$ cat src/rtl/fifo_pkg.sv
// Shared defaults and helpers for the width-converting FIFO.
package fifo_pkg;

  localparam int FIFO_IN_W  = 32;
  localparam int FIFO_RATIO = 2;
  localparam int FIFO_DEPTH = 8;

  // Bits needed to hold an occupancy count from 0 up to and including depth.
  function automatic int level_w(input int depth);
    return $clog2(depth + 1);
  endfunction

endpackage

$ cat src/rtl/fifo_ram.sv
// Storage array: one multi-slice write port, one asynchronous read port.
module fifo_ram #(
  parameter int OUT_W = 16,
  parameter int DEPTH = 8,
  parameter int RATIO = 2,
  parameter int AW    = $clog2(DEPTH)
) (
  input  logic                   clk,
  input  logic                   wr_en,
  input  logic [AW-1:0]          wr_addr,
  input  logic [RATIO*OUT_W-1:0] wr_data,
  input  logic [AW-1:0]          rd_addr,
  output logic [OUT_W-1:0]       rd_data
);

  logic [OUT_W-1:0] mem_q [DEPTH];

  // Write RATIO slices into consecutive locations; the AW-bit address sum wraps modulo DEPTH.
  // NOTE: storage carries no reset -- validity is tracked by the level counter, so the array maps onto plain RAM.
  always_ff @(posedge clk) begin
    if (wr_en) begin
      for (int i = 0; i < RATIO; i++) begin
        mem_q[wr_addr + AW'(i)] <= wr_data[i*OUT_W +: OUT_W];
      end
    end
  end

  assign rd_data = mem_q[rd_addr];

endmodule

$ cat src/rtl/fifo_width_conv.sv
// Width-down-converting FIFO: accepts IN_W words, emits RATIO OUT_W slices each.
module fifo_width_conv
  import fifo_pkg::*;
#(
  parameter int IN_W      = FIFO_IN_W,
  parameter int RATIO     = FIFO_RATIO,
  parameter int DEPTH     = FIFO_DEPTH,
  parameter int MSB_FIRST = 1
) (
  input  logic                        clk,
  input  logic                        rst,
  input  logic                        flush,
  input  logic [IN_W-1:0]             data_in,
  input  logic                        data_in_vld,
  output logic                        data_in_rdy,
  output logic [IN_W/RATIO-1:0]       data_out,
  output logic                        data_out_vld,
  input  logic                        data_out_rdy,
  output logic [level_w(DEPTH)-1:0]   level
);

  localparam int OUT_W = IN_W / RATIO;
  localparam int AW    = $clog2(DEPTH);
  localparam int LW    = level_w(DEPTH);
  localparam logic [LW-1:0] RDY_MAX = LW'(DEPTH - RATIO);

  // Reject parameter sets the pointer arithmetic cannot support.
  if (RATIO < 1 || (IN_W % RATIO) != 0 || DEPTH < 2 * RATIO ||
      (DEPTH % RATIO) != 0 || (DEPTH & (DEPTH - 1)) != 0) begin : g_bad_params
    $error("fifo_width_conv: illegal IN_W/RATIO/DEPTH combination");
  end

  logic [AW-1:0]          wr_ptr_q, wr_ptr_d;
  logic [AW-1:0]          rd_ptr_q, rd_ptr_d;
  logic [LW-1:0]          level_q, level_d;
  logic [RATIO*OUT_W-1:0] wr_slices;
  logic [OUT_W-1:0]       rd_data;
  logic                   push, pop;

  // Ready only depends on stored occupancy, never on a same-cycle pop.
  assign data_in_rdy  = (level_q <= RDY_MAX);
  assign data_out_vld = (level_q != '0);
  assign data_out     = data_out_vld ? rd_data : '0;
  assign level        = level_q;
  assign push         = data_in_vld && data_in_rdy;
  assign pop          = data_out_vld && data_out_rdy;

  // Order the input slices so slice i lands at wr_ptr+i in emission order.
  always_comb begin
    wr_slices = '0;
    for (int i = 0; i < RATIO; i++) begin
      if (MSB_FIRST != 0) begin
        wr_slices[i*OUT_W +: OUT_W] = data_in[(RATIO-1-i)*OUT_W +: OUT_W];
      end else begin
        wr_slices[i*OUT_W +: OUT_W] = data_in[i*OUT_W +: OUT_W];
      end
    end
  end

  // Next-state pointers and level; flush wins over any same-cycle push or pop.
  // NOTE: every output gets a default first, so no path through the block can infer a latch.
  always_comb begin
    wr_ptr_d = wr_ptr_q;
    rd_ptr_d = rd_ptr_q;
    level_d  = level_q;
    if (flush) begin
      wr_ptr_d = '0;
      rd_ptr_d = '0;
      level_d  = '0;
    end else begin
      if (push) wr_ptr_d = wr_ptr_q + AW'(RATIO);
      if (pop)  rd_ptr_d = rd_ptr_q + AW'(1);
      level_d = level_q + (push ? LW'(RATIO) : '0) - (pop ? LW'(1) : '0);
    end
  end

  // Control state registers, cleared asynchronously.
  // NOTE: sequential state uses non-blocking assignments so all flops update from pre-edge values.
  always_ff @(posedge clk or posedge rst) begin
    if (rst) begin
      wr_ptr_q <= '0;
      rd_ptr_q <= '0;
      level_q  <= '0;
    end else begin
      wr_ptr_q <= wr_ptr_d;
      rd_ptr_q <= rd_ptr_d;
      level_q  <= level_d;
    end
  end

  fifo_ram #(
    .OUT_W (OUT_W),
    .DEPTH (DEPTH),
    .RATIO (RATIO),
    .AW    (AW)
  ) u_ram (
    .clk     (clk),
    .wr_en   (push && !flush),
    .wr_addr (wr_ptr_q),
    .wr_data (wr_slices),
    .rd_addr (rd_ptr_q),
    .rd_data (rd_data)
  );

endmodule

$ cat config.mk
export PLATFORM = sky130hd
export DESIGN_NAME = fifo_width_conv
export DESIGN_NICKNAME = d
export VERILOG_FILES = /design/src/rtl/fifo_pkg.sv /design/src/rtl/fifo_ram.sv /design/src/rtl/fifo_width_conv.sv
export SDC_FILE = /design/constraint.sdc
export NUM_CORES = 1
export LEC_CHECK = 0
export CAP_MARGIN = 20
export CORE_MARGIN = 8
export CORE_UTILIZATION = 50
export CTS_BUF_LIST = sky130_fd_sc_hd__clkbuf_16
export DETAILED_ROUTE_END_ITERATION = 10
export PLACE_DENSITY = 0.71
export RECOVER_POWER = 50
export SYNTH_ARGS = -nofsm -noshare
export SYNTH_HDL_FRONTEND = slang
export SYNTH_SLANG_ARGS = --single-unit
$ cat constraint.sdc
create_clock -name clk -period 4.6 [get_ports clk]
set_input_delay 1.15 -clock clk [delete_from_list [all_inputs] [get_ports clk]]
set_output_delay 1.15 -clock clk [all_outputs]
set_load 0.05 [all_outputs]
* Yosys cells after proc, flatten, opt, wreduce, memory -nomap -nowiden *
Memory sizes are Yosys's and may differ from the RTL's.
Cells that the tools add are included.

word-level totals
  register bits = 10
  memory bits (writable) = 128
  input port bits = 37
  word-level logic and storage cells = 27
  memories = 1

memory list
  name         words  width  rd ports  clocked after memory_dff  write ports  line            text
  u_ram.mem_q  8      16     1         0                         2            fifo_ram.sv:16  logic [OUT_W-1:0] mem_q [DEPTH];

cells by class
  add/sub/neg operators = 5
  order comparisons = 1
  muxes and demuxes = 10
  reduce and logical (&&, ||, !) cells = 7

operators by type and width
  cell                   count
  $mux W16               1
  $mux W3                4
  $add A3 B1 Y3 const B  2
  $add A4 B2 Y4          1
  $le A4 B3 Y1 const B   1
  $mux W4                1
  $reduce_bool A2 Y1     2
  $reduce_bool A4 Y1     1
  $sub A4 B1 Y4          1
  $add A3 B2 Y3 const B  1
  $logic_and A1 B1 Y1    3
  $mux W1                3
  $mux W2                1
  $logic_not A1 Y1       1

* Logic depth before layout (Yosys ltp) *
  depth after elaboration = 6
  mapped depth = 12

* By module *
A second synthesis with hierarchy kept.

unflattened totals
  cells, all modules = 426
  area, all modules = 7131.8 um^2

modules (own cells, without submodules)
  module           instances  cells each  area an instance (um^2)  sequential area each (um^2)
  fifo_ram         1          351         6482.5                   3843.7
  fifo_width_conv  1          75          649.4                    225.2

* Worst setup path after synthesis *
No wires, ideal clock.

  kind = register to output
  from = register level_q[2], in the netlist level[2]
  to = output data_out[10]
  data arrival time = 2.210 ns
  required time = 3.450 ns
  setup slack = 1.240 ns
  stages on the path, launching flop included = 7
  cell sequence = dfrtp_1 -> inv_1 -> ha_1 -> nor3b_2 -> nor2_1 -> clkbuf_1 -> a22o_1

on the way
  word-level cells in the longest chain between the ends = 2

ends and longest elaborated chain
  item                    line                   text
  from (decl)             fifo_width_conv.sv:35  logic [LW-1:0] level_q, level_d;
  from (signal assigned)  fifo_width_conv.sv:87  level_q <= level_d;
  $reduce_bool A4 Y1      fifo_width_conv.sv:42  assign data_out_vld = (level_q != '0);
  $mux W16                fifo_width_conv.sv:43  assign data_out = data_out_vld ? rd_data : '0;
  to (decl)               fifo_width_conv.sv:16  output logic [IN_W/RATIO-1:0] data_out,

Every way passes these cells.

==> results.toml <==
[status]
outcome = "finished, final reports clean"

[place]
placement.io_buffers = 58
post-dp-hpwl_um = 8400
preCtsSetupSlack_ns = 1.15
gpl.final_weighted_congestion = 0.723

[detailed_routing]
route.detailed.vias_per_inst = 5.58
drt_first_iter_violations = 212
drt_wl_total_um = 13500
antenna_left = 0
dr_total_vias = 3348
wl_per_cell_um = 22.5
iteration_count_of_the_initial_detailed_routing_pass = 4
remaining_drc_errors = 0

[run]
cap_viol_max_count = 0

[logic_synthesis]
synth-adder-area-share = 0.0245
post_synth_inst_count = 354
library_cell_occupying_the_most_area_in_the_post_synthesis_netlist = "sky130_fd_sc_hd__edfxtp_1"
synthMuxAreaShare = 0.238
synth.net_count = 403
synthDistinctLibCells = 32
dominant_combinational_cell_family_by_area_after_synthesis = "multiplexers"
synth_simple_gate_area_frac = 0.0328
synth_seq_cells = 137
synthesis.area_um2 = 6440
ys.warnings.count = 0
average_footprint_of_a_synthesized_cell_um2 = 18.2
synthTopCellsByArea = "sky130_fd_sc_hd__edfxtp_1 60%, sky130_fd_sc_hd__mux4_2 11%, sky130_fd_sc_hd__mux2_4 5.6%, sky130_fd_sc_hd__mux2_2 5.4%, sky130_fd_sc_hd__dfrtp_1 3.5%"
synth_top_area_frac = 0.597
synth-seq-area-share = 0.632
synth_compound_area_frac = 0.0342
synthXorXnorAreaFrac = 0.00136

[power]
power_report.internal_total_uw = 2880
switching_share = 0.315
leakagePower_uw = 0.00277
ir_worst_vdd_uv = 250
power_density_nw_per_um2 = 543
power_frac_clock = 0.332
seq_power_share = 0.356
netSwitchingPower_uw = 1330
share_comb_of_total_power = 0.312

[worst_setup_path]
worst_ep_required_time_ns = 4.75
reg2regPathDepth = 7
regToRegStartpoint = "level[3]"
worstSetupStartpoint = "flush"
r2r_slack_ns = 1.37
critical_path_class = "in -> reg"
worstPathMaxFanout = 17
critical_path.startpoint_type = "input pin"
crit_path_end_kind = "register"
r2r_end = "u_ram.mem_q[7][13]"
timing.critical_path.to = "u_ram.mem_q[7][13]"
worst_ep_arrival_time_ns = 4.25

[sta]
tightest_slew_ns = 1.36
finalMaxSlewViolations = 0
final-hold-violation-count = 0
setup-tns-final_ns = 0
worst_slack_ns = 0.506
finalClockSkew_ns = 0.00470
fmax_mhz = 244
period_share = 0.890
timing.final.setup_violations = 0
setup_repair_after_global_routing_missed_its_margin = "no"
period_minus_slack_ns = 4.09
max-slew-margin-rel = 0.0923

[finish]
final_nets = 464
area_added_between_synthesis_and_finish_pct = 20.3
most_common_library_cell_in_the_layout_ignoring_fill_and_taps = "sky130_fd_sc_hd__edfxtp_1"
layout_common_cells = "128 x sky130_fd_sc_hd__edfxtp_1, 39 x sky130_fd_sc_hd__clkdlybuf4s50_1, 32 x sky130_fd_sc_hd__mux4_2, 31 x sky130_fd_sc_hd__mux2_2, 22 x sky130_fd_sc_hd__inv_1"
layout-drive-gt1-share = 0.299
antenna_cells = 0

[global_route]
grt_pass1_vias = 3695
groute.usage.overall = 0.174
grt_max_degree = 36
grt_overflow = 0
global_route_wire_length_before_repair_um = 21100
antenna_violations_before_repair = 0

[clock_tree]
clock-sinks = 137
tritoncts = "yes"
cts-buffers-inserted = 17
count_of_cells_resized_by_post_cts_repair = 0
clk_root_buffer_cell = "sky130_fd_sc_hd__clkbuf_16"
postCtsSetupRepairBufs = 0
cts_max_path_buffers = 2
cts_hold_buffers = 0
clk_transition_reported_paths_ns = 0.06
clock_insertion_delay_worst_skew_ns = 0.41
cts-htree-levels = 4

[floorplan]
std_cell_rows = 41
io_pins = 59
core_region_um2 = 12600
y_dimension_of_the_die_um = 130
floorplan.initialDensity = 0.510
die_x_um = 130
die_area_um2 = 16800

[min_path]
min-delay-path-class = "reg -> reg"
## cells by family after synthesis
kind of cell	Yosys count
xor+xnor	1
mux	96
fa+ha+maj	12
compound gates	28
flops	137
buf+inv	54
simple gates	26
## routing by layer
| metal | GRT usage | vias to the layer above | part of all wire |
|---|---|---|---|
| li1 | - | 1516 | - |
| met1 | 0.205 | 1735 | 0.42 |
| met2 | 0.300 | 85 | 0.53 |
| met3 | 0.0419 | 12 | 0.042 |
| met4 | 0.0683 | 0 | 0.014 |
| met5 | 0 | - | 0 |
## how the worst min path moves through the flow
stage / from / endpoint / slack, ns / depth (start not counted)
finish: wr_ptr_q[1] / wr_ptr_q[1] / 0.64 / 2
global route: wr_ptr_q[1] / wr_ptr_q[1] / 0.67 / 2
CTS: wr_ptr_q[1] / wr_ptr_q[1] / 0.64 / 2
detailed placement: wr_ptr_q[2] / wr_ptr_q[2] / 0.63 / 2
global placement: wr_ptr_q[2] / wr_ptr_q[2] / 0.62 / 2
floorplan: wr_ptr_q[1] / wr_ptr_q[1] / 0.57 / 2
## Yosys cell counts (all sizes together)
cell    count
dfrtp       9
nand4       6
buf        10
o31ai       2
fa          1
o21ai       2
edfxtp    128
a311oi      1
and3        1
or3         1
a22o       16
nor3b       2
inv        21
a21bo       1
mux4       32
nor2b       5
clkbuf     23
ha         11
a31o        1
xnor2       1
mux2       64
nand3       3
a21boi      1
nor2        8
a21oi       4
## sequential cells by signal, summed over array words and instances, names as in the netlist
register and cells:
u_ram.mem_q 128, level 4, rd_ptr_q 3, wr_ptr_q 2
## stage by stage
stage | power [uW] | util | instance area, um2 | cells | hold slack [ns]
2_1_floorplan | 2460 | - | 6440 | 354 | 0.570
3_3_place_gp | 2850 | 0.574 | 7240 | 568 | 0.618
3_5_place_dp | 2870 | 0.574 | 7240 | 568 | 0.635
4_1_cts | 4270 | 0.622 | 7850 | 600 | 0.642
5_1_grt | 4360 | 0.614 | 7750 | 600 | 0.670
6_report | 4210 | 0.614 | 7750 | 600 | 0.639
## worst max-delay path, stage by stage
cell and delay, ns:
sky130_fd_sc_hd__clkdlybuf4s50_1 0.45, sky130_fd_sc_hd__clkbuf_1 0.52, sky130_fd_sc_hd__nor2b_1 0.16, sky130_fd_sc_hd__nand4_4 0.13
sky130_fd_sc_hd__clkbuf_1 0.99, sky130_fd_sc_hd__inv_1 0.48, sky130_fd_sc_hd__buf_4 0.35
## layout make-up
type | count | area [um2]
Sequential cell | 137 | 4070
Tap cell | 172 | 215
Clock buffer | 17 | 425
Inverter | 21 | 78.8
Timing Repair Buffer | 75 | 722
Fill cell | 939 | 4870
Clock inverter | 15 | 184
Multi-Input combinational cell | 163 | 2060
## power groups by stage
stage / registers [uW] / logic [uW] / clock network, uW
4_1_cts: 1500 / 1360 / 1410
3_5_place_dp: 1520 / 1350 / 0
3_3_place_gp: 1520 / 1340 / 0
2_1_floorplan: 1560 / 900 / 0
6_report: 1500 / 1310 / 1400
5_1_grt: 1500 / 1400 / 1460
No activity file was read; power rests on OpenSTA's default activity.
==> RTL change: new RTL, same flow settings <==
Set the package constant `FIFO_DEPTH` to 4 (it was 8).
--- a/src/rtl/fifo_pkg.sv
+++ b/src/rtl/fifo_pkg.sv
@@ -4,5 +4,5 @@
   localparam int FIFO_IN_W  = 32;
   localparam int FIFO_RATIO = 2;
-  localparam int FIFO_DEPTH = 8;
+  localparam int FIFO_DEPTH = 4;
 
   // Bits needed to hold an occupancy count from 0 up to and including depth.
Interface: changed (resized level); port bits go from 59 to 58. No check against the original RTL was run, so the function may have changed too.
==> RTL change against the unedited design <==
Synthesized area down 48%. Sequential cell count shrank 67. Non-clock buffer count fell by 15. Total power is 43% lower. Wire length fell by 53%. Critical endpoint is now data_out[5]. Setup slack gained 0.36 ns. Design area decreased by 48%. Final cell count decreased by 46%.
==> RTL change: results <==
run_status:
  status: "completed"
power_and_ir_drop:
  powerDensity_nw_per_um2: 588.5
  comb_power_share_pct: 41.1
  peakVddDrop_uv: 436.1
  leakage_nw: 1.440
  switching_power_w: 0.0008773
  power_frac_seq_pct: 34.4
synthesis:
  synthTopCellsByArea: "edfxtp_1 (58%), mux4_2 (11%), mux2_2 (7.8%)"
  synth_ff_type: "edfxtp_1"
  syn_nets: 250
  ys_top_cells_by_count: "edfxtp_1 (64), clkbuf_1 (34), mux2_2 (23), nor2b_1 (17), mux4_2 (16)"
  async_reset_ff_share_pct: 8.571
  seq_area_frac_synth_pct: 62.42
  synthDistinctLibCells: 27
  avgSynthCellArea_um2: 15.81
  synth_enable_flop_cells: 64
placement:
  dpl.cell_count: 307
  place_congestion: 0.7400
  dpl-instance-area_um2: 3835
  dpl.hpwl_mm: 4.212
  pre_cts_ws_ns: 1.146
  numPortBuffers: 57
critical_path:
  path_max_fanout: 18
  crit_family: "flip-flops"
  cpMaxStageDelayCell: "dfrtp_1"
  max_stage_delay_ns: 0.92
  cp.arrival_ns: 2.58
  reg2reg_depth: 5
grt:
  grt_usage_pct: 13.72
  met1_usage_pct: 16.21
  grt_antenna_before_repair: 0
  grt_max_degree: 20
  grt_pass1_vias: 1906
  grt_first_pass_wirelength_mm: 10.02
  grt.met2_usage_pct: 22.92
  grt_util_met3_pct: 3.912
detailed_routing:
  wire_per_inst_um: 19.66
  drt-initial-drc-count: 99
  drc: 0
  wl_met1_mm: 2.661
  dr_wl_met3_um: 340
  vias_per_cell: 5.344
  wl_met2_mm: 3.249
clocking:
  cts_resized: 0
  cts.clk_slew.worst_paths_ns: 0.05
  clock_latency_ns: 0.32
  cts-htree-levels: 3
  cts_buffers: 9
  post_cts_buffers: 0
timing:
  tightest_slew_ns: 1.135
  fin_worst_skew_ns: 0.004543
final_layout:
  finalNonFillerCells: 323
  drive_above_1_share_pct: 23.17
  layout.nets: 281
  largest_reg_flops: 64
[RTL change: cell types whose count changed in the layout (fill, tap and decap cells not counted), sizes merged, moves of 5 or more]
cell,unedited run,this run
buf,14,2
a22o,16,0
mux2,64,32
clkbuf,20,10
ha,11,3
nor2,8,3
clkdlybuf4s50,39,34
nand4,6,0
nor2b,5,17
edfxtp,128,64
inv,22,14
mux4,32,16
[RTL change: kinds of logic (layout without fill, tap and decap cells)]
kind of cell    count (synthesis)  count (layout)  synth area share (%)
mux                            48              48                 22.62
compound gates                  6               6                 1.056
xor+xnor                        3               3                0.7917
fa+ha+maj                       3               3                 1.131
buf+inv                        53              89                 6.860
simple gates                   27              27                 5.126
flops                          70              70                 62.42
[RTL change: cell type report]
| type | instances | area, µm² |
|---|---|---|
| Inverter | 13 | 48.80 |
| Multi-Input combinational cell | 87 | 991.0 |
| Fill cell | 495 | 2331 |
| Timing Repair Buffer | 60 | 589.3 |
| Clock inverter | 7 | 32.53 |
| Sequential cell | 70 | 2072 |
| Tap cell | 77 | 96.34 |
| Clock buffer | 9 | 225.2 |
[RTL change: worst paths after layout]
check                       startpoint                end  slack, ns
max                        rd_ptr_q[1]        data_out[5]       0.87
max reg2reg                   level[2]  u_ram.mem_q[3][2]       1.85
min in group asynchronous          rst           level[2]       1.19
max in group asynchronous          rst        rd_ptr_q[1]       3.22
min                        wr_ptr_q[1]        wr_ptr_q[1]       0.60
min reg2reg                wr_ptr_q[1]        wr_ptr_q[1]       0.60
[RTL change: worst register-to-register path, delay by kind of cell (launching register included)]
kind / cells / cell delay (ns)
compound gates: 1 / 0.17
simple gates: 1 / 0.09
buf+inv: 3 / 1.62
flops: 1 / 0.44
